### src/rtl/pwm_mc_v2_pkg.sv
// pkg_sfrs_definition: shared PWM mode and configuration types
package pkg_sfrs_definition;
    typedef enum logic {PWM_EDGE = 1'b0, PWM_CENTER = 1'b1} pwm_mode_e;
    localparam int PWM_N = 16;
    typedef struct packed {
        logic [PWM_N-1:0] dc;
        logic [PWM_N-1:0] ph;
    } pwm_mc_cfg_t;
endpackage

### src/rtl/pwm_mc_v2_ch.sv
// pwm_mc_ch: one PWM channel with shadowed duty/phase compare and output stage
module pwm_mc_ch
    import pkg_sfrs_definition::*;
#(
    parameter int N = 16
) (
    input  logic      sys_clk,
    input  logic      sys_rst,
    input  logic      en,
    input  logic      tick,
    input  logic      ld,
    input  pwm_mode_e sh_mode,
    input  logic [N-1:0] tmr,
    input  logic [N-1:0] dc_cfg,
    input  logic [N-1:0] ph_cfg,
    input  logic      pol,
    input  logic      oen,
    output logic      dc_event,
    output logic      pwm_out
);
    logic [N-1:0] sh_dc, sh_ph;
    logic out_ff, raw;
    // center mode is symmetric about zero, so the phase compare drops out
    always_comb raw = (tmr < sh_dc) & ((sh_mode == PWM_CENTER) | (tmr >= sh_ph));
    always_ff @(posedge sys_clk) begin
        if (sys_rst) begin
            sh_dc    <= '0;
            sh_ph    <= '0;
            out_ff   <= 1'b0;
            dc_event <= 1'b0;
        end else begin
            if (ld) begin
                sh_dc <= dc_cfg;
                sh_ph <= ph_cfg;
            end
            out_ff   <= en & raw;
            dc_event <= tick & (tmr == sh_dc);
        end
    end
    assign pwm_out = (out_ff ^ pol) & oen;
endmodule

### src/rtl/pwm_mc_v2.sv
// pwm_mc_v2: multi-channel PWM with shared prescaled edge/center timebase
// and boundary-synchronised shadow registers
module pwm_mc_v2
    import pkg_sfrs_definition::*;
#(
    parameter int N    = 16,
    parameter int CH   = 4,
    parameter int PS_W = 8
) (
    input  logic            sys_clk,
    input  logic            sys_rst,
    input  logic            sys_clk_en,
    input  logic            en,
    input  logic            mode_cfg,
    input  logic [PS_W-1:0] prescale,
    input  logic [N-1:0]    pr_cfg,
    input  logic [CH*N-1:0] dc_cfg,
    input  logic [CH*N-1:0] ph_cfg,
    input  logic [CH-1:0]   pol,
    input  logic [CH-1:0]   oen,
    input  logic            ld_trg,
    input  logic            tmr_rst,
    output logic            ld_pend,
    output logic [N-1:0]    tmr_value,
    output logic            tmr_dir,
    output logic            pr_event,
    output logic            zero_event,
    output logic [CH-1:0]   dc_event,
    output logic [CH-1:0]   pwm_out
);
    logic [N-1:0] tmr, tmr_nx, sh_pr;
    logic [PS_W-1:0] ps_cnt;
    logic dir, dir_nx, en_c, tick, bnd, ld;
    pwm_mode_e sh_mode;
    assign en_c = en & sys_clk_en;
    assign tick = en_c & ~tmr_rst & (ps_cnt == prescale);
    assign bnd  = tick & ((sh_pr == '0) |
                  (sh_mode == PWM_EDGE ? (tmr == sh_pr) : ((tmr == '0) & dir)));
    // a disabled block has no running period, so loads apply immediately
    assign ld   = en ? (bnd & (ld_pend | ld_trg)) : ld_trg;
    always_comb begin
        tmr_nx = tmr + N'(1);
        dir_nx = 1'b0;
        if (sh_pr == '0) begin
            tmr_nx = '0;
        end else if (sh_mode == PWM_EDGE) begin
            tmr_nx = (tmr >= sh_pr) ? '0 : tmr + N'(1);
        end else begin
            dir_nx = dir ? (tmr != '0) : (tmr >= sh_pr);
            tmr_nx = dir_nx ? tmr - N'(1) : tmr + N'(1);
        end
    end
    always_ff @(posedge sys_clk) begin
        if (sys_rst) begin
            tmr        <= '0;
            ps_cnt     <= '0;
            dir        <= 1'b0;
            sh_pr      <= '0;
            sh_mode    <= PWM_EDGE;
            ld_pend    <= 1'b0;
            pr_event   <= 1'b0;
            zero_event <= 1'b0;
        end else begin
            if (tmr_rst) begin
                tmr    <= '0;
                ps_cnt <= '0;
                dir    <= 1'b0;
            end else if (en_c) begin
                ps_cnt <= tick ? '0 : ps_cnt + PS_W'(1);
                if (tick) begin
                    tmr <= tmr_nx;
                    dir <= dir_nx;
                end
            end
            if (ld) begin
                sh_pr   <= pr_cfg;
                sh_mode <= pwm_mode_e'(mode_cfg);
            end
            ld_pend    <= ~ld & (ld_pend | ld_trg);
            pr_event   <= tick & (tmr == sh_pr);
            zero_event <= tick & (tmr == '0);
        end
    end
    assign tmr_value = tmr;
    assign tmr_dir   = dir;
    for (genvar i = 0; i < CH; i++) begin : g_ch
        pwm_mc_ch #(.N(N)) u_ch (
            .sys_clk  (sys_clk),
            .sys_rst  (sys_rst),
            .en       (en),
            .tick     (tick),
            .ld       (ld),
            .sh_mode  (sh_mode),
            .tmr      (tmr),
            .dc_cfg   (dc_cfg[i*N +: N]),
            .ph_cfg   (ph_cfg[i*N +: N]),
            .pol      (pol[i]),
            .oen      (oen[i]),
            .dc_event (dc_event[i]),
            .pwm_out  (pwm_out[i])
        );
    end
endmodule

### config.mk
export PLATFORM = sky130hd
export DESIGN_NAME = pwm_mc_v2
export DESIGN_NICKNAME = d
export VERILOG_FILES = /design/src/rtl/pwm_mc_v2_pkg.sv /design/src/rtl/pwm_mc_v2_ch.sv /design/src/rtl/pwm_mc_v2.sv
export SDC_FILE = /design/constraint.sdc
export NUM_CORES = 1
export LEC_CHECK = 0
export BUFFER_PORTS_ARGS = -buffer_cell sky130_fd_sc_hd__buf_2
export CORE_UTILIZATION = 44
export DETAILED_ROUTE_END_ITERATION = 7
export PLACE_DENSITY = 0.71
export SYNTH_ARGS = -nofsm -noshare
export SYNTH_HDL_FRONTEND = slang
export SYNTH_SLANG_ARGS = --single-unit
export TNS_END_PERCENT = 1
### constraint.sdc
create_clock -name sys_clk -period 3.6 [get_ports sys_clk]
set_input_delay 0.54 -clock sys_clk [delete_from_list [all_inputs] [get_ports sys_clk]]
set_output_delay 0.54 -clock sys_clk [all_outputs]
set_load 0.05 [all_outputs]
# After elaboration in Yosys (flattened, before gate mapping)
# Cells that the tools add are included.
# totals
input_bits,167
output_inout_bits,28
register_bits,181
wordCells,94
# op_classes
n_addsub,3
n_reduce_logical,5
mux,10
bitwise,37
n_lt_le_gt_ge,9
eq_ne,6
# op_table
operator,n
equality test 16 bit,5
greater-or-equal comparator 16 bit,5
less-than comparator 16 bit,4
two-way mux 16 bit,4
logical NOT 16 bit,2
bitwise AND 1 bit,25
"adder 16 x 1 -> 16 bit, second input constant",1
nonzero test 16 bit,1
"subtractor 16 x 1 -> 16 bit, second input constant",1
"adder 8 x 1 -> 8 bit, second input constant",1
equality test 8 bit,1
two-way mux 8 bit,1
OR 1 bit,6
two-way mux 1 bit,5
bitwise XOR 1 bit,4
inverter 1 bit,2
AND reduction 2 bit,1
OR reduction 2 bit,1

# Logic depth before layout (Yosys ltp)
# Gate-level depths: netlist of the first run.
# logic_depth
word_depth,9
depth_mapped,12
depth_no_buf,10

# By module
# A second synthesis of the first run with hierarchy kept.
# unflattened
cells_unflattened,1232
hier_area_um2,10776.6
# modules_own_cells
module,n_inst,seq_area_each_um2,cells_each,area_per_inst_um2
pwm_mc_ch,4,680.7,221,1974.4
pwm_mc_v2,1,900.9,348,2879.0

# Worst setup path before layout of the first run
# Ideal clock, no wire load.
# synth_timing
kind,register to register
startpoint,register tmr[13] (netlist: tmr_value[13])
endpoint,register tmr[12] (netlist: tmr_value[12])
stages_incl_launch_ff,10
required_ns,3.540
setup_ns,0.060
arrival_time_ns,3.138
synth_period_minus_slack_ns,3.198
path_slack_ns,0.402
n_path_buf,0
path_cell_list,dfxtp_1 ha_1 a211oi_1 nor2_1 o32a_1 nor4_1 nor2_2 o21ai_0 or3b_2 a21bo_2
# synth_via
elab_chain_len,5
word_cells_on_any_way,7
cone_classes,order compare (1); mux (5); reduce/logical (1)
# synth_lines
item,line_no,rtl
"start, declared",pwm_mc_v2.sv:31,"logic [N-1:0] tmr, tmr_nx, sh_pr;"
"start signal, assigned",pwm_mc_v2.sv:71,tmr <= tmr_nx;
greater-or-equal comparator 16 bit / nonzero test 16 bit (equally long branches),"pwm_mc_v2.sv:47, pwm_mc_v2.sv:49",
two-way mux 1 bit,pwm_mc_v2.sv:49,dir_nx = dir ? (tmr != '0) : (tmr >= sh_pr);
two-way mux 16 bit,pwm_mc_v2.sv:50,tmr_nx = dir_nx ? tmr - N'(1) : tmr + N'(1);
two-way mux 16 bit (*),pwm_mc_v2.sv:46,end else if (sh_mode == PWM_EDGE) begin
two-way mux 16 bit (*),pwm_mc_v2.sv:44,if (sh_pr == '0) begin
# Every way passes the cells marked *; elsewhere a longest branch is shown, timed or not.
# A chain may end at the register's enable or synchronous reset.

# Worst setup path in the final report of the first run
# layout_timing
startpoint,register tmr[5] (netlist: tmr_value[5])
endpoint,register tmr[12] (netlist: tmr_value[12])
# The elaborated chain is that of the path after synthesis.

==> flow_metrics.tcl, run 1 <==
set metrics [dict create \
    first_iter_violations 479 \
    drt-total-wl_um 29140 \
    synth-edff-count 0 \
    drive_above_1_share_pct 19.04 \
    drc 0 \
    tightest_slew_ns 1.100 \
    rows 57 \
    power.static_leakage_nw 5.898 \
    cts-buffers-inserted 17 \
    arrival_ns 3.48 \
    grt_pass1_vias 8877 \
    postPlaceCellArea_um2 12180 \
    worst_slack_ns 0.5027 \
    synth_top_area_share_pct 32.96 \
    drv_cap 0 \
    syn-num-nets 1542 \
    finalNetCount 1736 \
    crit_path_end_kind "flip-flop" \
    dieArea_um2 25620 \
    vias 9209 \
    ys_ff_latch 181 \
    slew_viol_final 0 \
    cts_buffer_depth 2 \
    cts_tree "done" \
    yosysWarningCount 0 \
    synthArstFlopShare_pct 0 \
    crit_type "reg -> reg" \
    period_share_pct 86.04 \
    finClkSkew_ns 0.01072 \
    fin_cells 1758 \
    crit_path_top_delay_cell "dfxtp_1" \
    placed_cells 1726 \
    crit_chain "ha_1 -> a211oi_1 -> o21ai_0 -> o32a_1 -> nor4_1 -> buf_4 -> nor2_2 -> o21ai_0 -> or3b_2 -> a21bo_2" \
    hold_depth 3 \
    r2r_start "tmr_value[5]" \
    grt_pass1_wl_um 46010 \
    start_util_pct 45.07 \
    synth_seq_area_share_pct 32.96 \
    crit_buf_inv 1 \
    hold_viol 0 \
    syn-cell-area_um2 10990 \
    required_ns 3.98 \
    preCtsSetupSlack_ns 0.5399 \
    coreArea_um2 24390 \
    grt_max_degree 102 \
    ioPinCount 195 \
    synth.distinct_cells 55 \
    total_power_mw 4.760 \
    slew_headroom_pct 26.63 \
    min_from "ph_cfg[35]" \
    setup_tns_ns 0 \
    chipWidth_um 160.1 \
    port_buffers 194 \
    reg2reg_slack_ns 0.50 \
    powerDensity_nw_per_um2 372.8 \
    setup_viol 0 \
    area_growth_pct 16.15 \
    postCtsHoldBufs 0 \
    dpl.hpwl_um 21270 \
    utilization_pct 52.35 \
    min_to "g_ch[2].u_ch.sh_ph[3]" \
    diodes 0 \
    vdd_drop_max_v 0.0002299 \
    fill_cells 2321 \
    netlist_instances 1227 \
    regArea_um2 3623 \
    fin_crit_ns 3.097 \
    fmax_mhz 322.9 \
    antenna_found_initial 0 \
    die_h_um 160.1 \
    grt_usage_pct 23.02 \
    ys.flop_type "dfxtp_1" \
    crit_family "compound AO/OA/AOI/OAI gates" \
    start_kind "flip-flop" \
    clk_latency_ns 0.43 \
    multi_input_area_um2 6355 \
    cts_htree_levels 4 \
    rsz0062_at_grt "false" \
    final_area_um2 12770 \
    final_antenna_net_count 0 \
    place.gp.congestion 0.9173 \
    cts.sinks 181 \
    crit_fanout 11 \
    min_path_type "in -> reg" \
    root_buffer "clkbuf_16" \
    cts_resized 0 \
    status "finished, final reports clean" \
    path_common_cell "o21ai_0" \
    synth_area_leader_cell "dfxtp_1" \
    whs_ns 0.3405 \
    overflow 0 \
    rr_endpoint "tmr_value[12]" \
    clkTransAtPathRegs_ns 0.07 \
    wire_per_inst_um 16.58 \
    via_per_inst 5.238 \
    dr.pass1.iters 5 \
    synthTopCellsByArea "dfxtp_1 33%, ha_1 17%, mux2i_1 14%, nor2_1 5.9%, inv_1 4.8%" \
    post-cts-setup-buffers 0 \
    r2r_cells 10 \
    slowest_delay_ns 0.62 \
    synth.avg_cell_area_um2 8.959 \
]
[cell type report]
cell class              instances  share of cell area (%)
inverters                     143                   4.214
multi-input cells             853                   49.77
flip-flops and latches        181                   28.38
repair buffers                225                   9.838
clock buffers                  19                   3.390
well taps                     324                   3.175
clock inverters                13                   1.235
[metal layers]
metal | vias to the layer above | track usage [%] | share of wire [%]
li1 | 4607 | - | -
met1 | 4279 | 29.06 | 44
met2 | 289 | 40.73 | 49
met3 | 34 | 3.429 | 5.7
met4 | 0 | 5.844 | 1.4
met5 | - | 0 | 0
[cell usage in the layout (no fill, tap or decap), types with 18 or more instances in the layout]
cell	synthesis	final
buf_2	0	193
dfxtp_1	181	181
nor2_1	174	174
mux2i_1	151	151
ha_1	148	148
inv_1	142	142
a21oi_1	53	53
o21ai_0	36	36
nand2_1	34	34
buf_4	8	28
nand4_1	23	23
nand3_1	22	22
a21o_1	22	22
nand2b_1	19	19
nor3_1	18	18
[power by group]
| group | leakage, nW | switching (mW) | internal (mW) |
|---|---|---|---|
| sequential | 1.48 | 0.0552 | 2.10 |
| combinational | 4.14 | 0.375 | 0.326 |
| clock | 0.279 | 0.818 | 1.09 |
[synthesized netlist by cell type (9+ instances only)]
library cell	number
a211oi_1	10
a21o_1	22
a21oi_1	53
a31oi_1	13
buf_12	15
clkbuf_1	25
dfxtp_1	181
ha_1	148
inv_1	142
mux2i_1	151
nand2_1	34
nand2b_1	19
nand3_1	22
nand4_1	23
nor2_1	174
nor2b_1	14
nor3_1	18
nor4_1	17
o21a_1	11
o21ai_0	36
or3_1	9
xor2_1	16
[worst max-delay path by stage]
| stage | startpoint | endpoint | slack, ns | depth (start not counted) |
|---|---|---|---|---|
| 6_report | tmr_value[5] | tmr_value[12] | 0.50 | 10 |
| 5_1_grt | tmr_value[0] | g_ch[3].u_ch.sh_ph[15] | 0.34 | 12 |
| 4_1_cts | tmr_value[4] | g_ch[0].u_ch.sh_ph[11] | 0.52 | 10 |
| 3_5_place_dp | tmr_value[4] | g_ch[1].u_ch.sh_ph[7] | 0.54 | 9 |
| 3_3_place_gp | tmr_value[1] | tmr_value[12] | 0.52 | 10 |
| 2_1_floorplan | tmr_value[13] | tmr_value[12] | 0.40 | 9 |
[tightest hold or removal path, delay by kind of cell]
kind / cells / cell delay, ns
mux: 1 / 0.05
buf+inv: 1 / 0.08
simple gates: 1 / 0.07
[sequential cells by signal (all words and copies together) (netlist names)]
register	cells
g_ch.u_ch.out_ff	4
zero_event	1
tmr_value	16
sh_mode	1
ps_cnt	8
g_ch.u_ch.sh_ph	64
tmr_dir	1
g_ch.u_ch.sh_dc	64
ld_pend	1
g_ch.u_ch.dc_event	4
pr_event	1
sh_pr	16
[cell families (layout without fill, tap and decap cells)]
group,count (synthesis),in the layout,synth area share (%)
muxes,153,153,13.95
adders and majority gates,148,148,16.85
and+or+nand+nor,365,365,15.88
xor gates and xnor gates,20,20,1.593
buffers and inverters,193,400,9.231
DFF,181,181,32.96
AOI/OAI and AO/OA,167,167,9.538
No activity file was read; power rests on OpenSTA's default activity.
==> inputs of run 2 (changes only) <==
HOLD_SLACK_MARGIN = 0.03   (was default)
clock period = 3.2 ns   (was 3.6 ns; I/O delays follow)
==> run 2 against run 1 <==
  * Sequential cell count unchanged
  * Register-to-register slack got worse by 0.33 ns
  * Worst setup slack got worse by 0.33 ns
  * Power increased by 14%
  * Clock power increased by 17%
  * Global-route usage increased by 0.40 points
  * Largest cell class unchanged
  * Largest power group unchanged
  * Highest routed layer unchanged
==> flow_metrics.tcl, run 2 (same netlist as run 1, synthesis figures left out) <==
set metrics [dict create \
    status "finished, final reports clean" \
    tightest_slew_ns 1.016 \
    grtUsageMet3_pct 3.740 \
    first_iter_violations 462 \
    power.static_leakage_nw 5.959 \
    final_area_um2 12860 \
    clkTransAtPathRegs_ns 0.07 \
    min_from "ph_cfg[41]" \
    grt_util_met2_pct 41.01 \
    slew_viol_final 0 \
    grt_util_met1_pct 29.58 \
    r2r_start "tmr_value[5]" \
    via_per_inst 5.210 \
    reg2reg_slack_ns 0.18 \
    fill_cells 2324 \
    drv_cap 0 \
    rr_endpoint "g_ch[0].u_ch.sh_ph[15]" \
    cts_resized 0 \
    grt_pass1_vias 9052 \
    wire_per_inst_um 16.91 \
    p_seq_share_pct 44.5 \
    overflow 0 \
    placed_cells 1736 \
    root_buffer "clkbuf_16" \
    crit_start "tmr_value[5]" \
    chipWidth_um 160.1 \
    grt_pass1_wl_um 46720 \
    reg.largest.list "g_ch.u_ch.sh_dc: 64 flops, g_ch.u_ch.sh_ph: 64 flops" \
    drc 0 \
    crit_type "reg -> reg" \
    cts-buffers-inserted 17 \
    hold_viol 0 \
    p_int_mw 4.024 \
    arrival_ns 3.30 \
    p_switching_mw 1.412 \
    grt_max_degree 95 \
    fin_crit_ns 3.023 \
    die_h_um 160.1 \
    layout_common_cells "193 x buf_2, 181 x dfxtp_1, 173 x nor2_1" \
    antenna_found_initial 0 \
    drt-total-wl_um 29910 \
    place.gp.congestion 0.8780 \
    crit_path_end_kind "flip-flop" \
    setup_viol 0 \
    total_power_mw 5.436 \
    period_share_pct 94.46 \
    cts_buffer_depth 2 \
    finClkSkew_ns 0.01092 \
    final_common_cell "buf_2" \
    dr.pass1.iters 7 \
    cts.sinks 181 \
    top_usage_layer "met2" \
    r2r_cells 9 \
    start_util_pct 45.07 \
    required_ns 3.47 \
    switching_share_pct 25.98 \
    crit_fanout 51 \
    postPlaceCellArea_um2 12240 \
    grt_usage_pct 23.42 \
    ioPinCount 195 \
    slew_headroom_pct 32.24 \
    whs_ns 0.2758 \
    area_growth_pct 17.02 \
    fmax_mhz 330.8 \
    cts_tree "done" \
    rows 57 \
    vdd_drop_max_v 0.0002740 \
    min_to "g_ch[2].u_ch.sh_ph[9]" \
    min_path_type "in -> reg" \
    setup_tns_ns 0 \
    final_antenna_net_count 0 \
    powerDensity_nw_per_um2 422.6 \
    combPwrFrac_pct 14.6 \
    dpl.hpwl_um 21580 \
    pwr-share-clk_pct 41.0 \
    postCtsHoldBufs 0 \
    fin_cells 1769 \
    finalNetCount 1746 \
    hold_depth 3 \
    rsz0062_at_grt "false" \
    cts_htree_levels 4 \
    coreArea_um2 24390 \
    post-cts-setup-buffers 0 \
    start_kind "flip-flop" \
    port_buffers 194 \
    clk_latency_ns 0.43 \
    drive_above_1_share_pct 19.67 \
    dieArea_um2 25620 \
    vias 9216 \
]
run 2: power by group through the flow:
| stage | Sequential [mW] | Combinational, mW | Clock, mW |
|---|---|---|---|
| after floorplan | 2.45 | 0.588 | 0 |
| after CTS | 2.42 | 0.796 | 2.26 |
| after global routing | 2.43 | 0.881 | 2.36 |
| final | 2.42 | 0.791 | 2.23 |
| after detailed placement | 2.47 | 0.787 | 0 |
| after global placement | 2.47 | 0.769 | 0 |
run 2: area by class of cell:
cell class,instances,area (um^2),area share [%]
diodes,1,2.502,0.01945
clock buffers,22,474.2,3.686
clock inverters,10,143.9,1.119
inverters,143,538.0,4.182
multi-input cells,853,6357,49.42
flip-flops and latches,181,3623,28.17
well taps,324,405.4,3.151
repair buffers,235,1319,10.25
run 2: how the worst max path moves through the flow:
stage                     depth (start not counted)                     end  slack (ns)
after floorplan                                   9           tmr_value[12]       0.002
after global placement                            9  g_ch[3].u_ch.sh_ph[11]        0.26
after detailed placement                          9   g_ch[0].u_ch.sh_dc[0]        0.24
after CTS                                         9  g_ch[0].u_ch.sh_ph[15]        0.21
after global routing                              8           tmr_value[12]        0.04
final                                             9  g_ch[0].u_ch.sh_ph[15]        0.18
run 2: through the flow:
step	util, %	setup slack, ns
floorplan	-	0.001922
global placement	50.18	0.2637
detailed placement	50.18	0.2351
CTS	52.72	0.2061
global route	52.73	0.04386
finish	52.74	0.1773
run 2: critical path, cell delays in order, from the launching register on:
cell and delay, ns:
dfxtp_1 0.42, or4_4 0.59, nand2b_4 0.19, o31a_1 0.39, nor2_2 0.17, o21bai_2 0.09, a21oi_4 0.26, buf_12 0.34
mux2i_1 0.28, nor2_1 0.07
run 2: per-layer routing:
layer,wire (um),vias up
li1,-,4624
met1,13250,4258
met2,14390,283
met3,1629,51
met4,633,0
met5,0,-
==> inputs of run 3 (changes only) <==
CORE_UTILIZATION = 45   (was 44)
GPL_TIMING_DRIVEN = 1   (was default)
PLACE_DENSITY = 0.72   (was 0.71)
==> run 3 against run 2 <==
  * Critical path depth rose by 2
  * Hold slack got worse by 0.0016 ns
  * Register-to-register slack got worse by 0.05 ns
  * Utilization rose by 1.6 points
  * Wire length fell by 0.21%
  * Non-clock buffer count fell by 3
  * Via count fell by 0.16%
  * Sequential power barely moved
  * Clock power rose by 2%
  * Fmax fell by 1.6%
  * Power rose by 0.92%
  * Critical path type unchanged
  * Largest power group unchanged
==> flow_metrics.tcl, run 3 (same netlist as run 1, synthesis figures left out) <==
set metrics [dict create \
    cts.sinks 181 \
    grt_max_degree 93 \
    p_seq_share_pct 44.1 \
    period_share_pct 96.04 \
    cts_htree_levels 4 \
    fin_cells 1759 \
    area_growth_pct 17.08 \
    min_path_type "in -> reg" \
    fmax_mhz 325.4 \
    dpl.hpwl_um 22060 \
    hold_depth 3 \
    start_kind "flip-flop" \
    setup_tns_ns 0 \
    ioPinCount 195 \
    antenna_found_initial 0 \
    rsz0062_at_grt "false" \
    wire_per_inst_um 16.97 \
    crit_type "reg -> reg" \
    clkTransAtPathRegs_ns 0.07 \
    reg.largest.list "g_ch.u_ch.sh_dc: 64 flops, g_ch.u_ch.sh_ph: 64 flops" \
    grt_pass1_wl_um 46220 \
    hold_viol 0 \
    powerDensity_nw_per_um2 426.2 \
    fin_crit_ns 3.073 \
    switching_share_pct 25.76 \
    vias 9201 \
    p_switching_mw 1.413 \
    layout_common_cells "193 x buf_2, 181 x dfxtp_1, 174 x nor2_1" \
    dieArea_um2 25060 \
    pwr-share-clk_pct 41.4 \
    r2r_cells 11 \
    whs_ns 0.2742 \
    top_usage_layer "met2" \
    required_ns 3.49 \
    power.static_leakage_nw 5.960 \
    crit_fanout 28 \
    dr.pass1.iters 7 \
    finalNetCount 1743 \
    arrival_ns 3.37 \
    crit_path_end_kind "flip-flop" \
    chipWidth_um 158.3 \
    final_common_cell "buf_2" \
    clk_latency_ns 0.44 \
    grt_pass1_vias 9000 \
    rows 56 \
    drv_cap 0 \
    slew_headroom_pct 31.43 \
    slew_viol_final 0 \
    cts_buffer_depth 2 \
    p_int_mw 4.073 \
    drt-total-wl_um 29850 \
    cts-buffers-inserted 17 \
    via_per_inst 5.231 \
    diodes 0 \
    overflow 0 \
    cts_tree "done" \
    grt_util_met2_pct 43.07 \
    port_buffers 194 \
    root_buffer "clkbuf_16" \
    drc 0 \
    start_util_pct 46.42 \
    reg2reg_slack_ns 0.13 \
    combPwrFrac_pct 14.5 \
    final_antenna_net_count 0 \
    finClkSkew_ns 0.009085 \
    place.gp.congestion 0.9885 \
    first_iter_violations 542 \
    fill_cells 2227 \
    coreArea_um2 23680 \
    placed_cells 1728 \
    drive_above_1_share_pct 19.51 \
    vdd_drop_max_v 0.0002630 \
    grt_usage_pct 24.30 \
    post-cts-setup-buffers 0 \
    tightest_slew_ns 1.019 \
    setup_viol 0 \
    die_h_um 158.3 \
    grtUsageMet3_pct 3.511 \
    grt_util_met1_pct 29.80 \
    status "finished, final reports clean" \
]
run 3: changes by cell type in the layout (fill, tap and decap cells not counted), moves of 2 or more:
cell,previous run,this run
buf_4,39,33
buf_12,3,5
clkbuf_1,2,0
inv_6,3,1
run 3: layout make-up:
cell class                 instances  area, um^2  area share (%)
inverter                         143       538.0           4.180
timing repair buffer             232        1325           10.29
sequential                       181        3623           28.15
clock buffer                      19       452.9           3.519
multi-input combinational        853        6355           49.37
clock inverter                    12       177.7           1.380
tap                              319       399.1           3.101
run 3: worst paths after layout:
check / startpoint / to
setup / recovery: tmr_value[7] / g_ch[2].u_ch.sh_dc[14]
hold / removal: pr_cfg[6] / sh_pr[6]
setup reg to reg: tmr_value[7] / g_ch[2].u_ch.sh_dc[14]
hold reg to reg: g_ch[0].u_ch.sh_dc[7] / g_ch[0].u_ch.sh_dc[7]
run 3: through the flow:
step / cell area (um^2) / setup slack, ns / utilization [%] / power (mW)
after floorplan: 10990 / 0.001922 / - / 3.039
after global placement: 12240 / 0.2591 / 51.67 / 3.238
after detailed placement: 12240 / 0.1379 / 51.67 / 3.261
after CTS: 12870 / 0.1303 / 54.33 / 5.528
after global routing: 12870 / 0.0007143 / 54.35 / 5.719
final: 12870 / 0.1266 / 54.35 / 5.486
run 3: per-layer routing:
metal,vias to the layer above,wire [um]
met3,56,1753
met4,0,692
li1,4604,-
met5,-,0
met1,4237,13040
met2,304,14360
run 3: what timing repair did:
item | in CTS | in global routing
setup endpoints to repair | 0 | 3
gates resized for setup | 0 | 1
hold buffers | 0 | 0
run 3: power by group through the flow:
| stage | clock network, mW | logic, mW | registers (mW) |
|---|---|---|---|
| finish | 2.27 | 0.796 | 2.42 |
| global route | 2.40 | 0.889 | 2.43 |
| CTS | 2.31 | 0.798 | 2.42 |
| detailed placement | 0 | 0.791 | 2.47 |
| global placement | 0 | 0.772 | 2.47 |
| floorplan | 0 | 0.588 | 2.45 |
run 3: worst max-delay path, cell delays in order, from the launching register on:
cell and delay, ns:
dfxtp_1 0.40, buf_4 0.20, or4_4 0.45, nand2b_4 0.17, o31a_1 0.39, nor2_2 0.17
o21bai_2 0.09, a21oi_4 0.22, buf_12 0.23, buf_12 0.25, mux2i_1 0.25, nor2_1 0.08
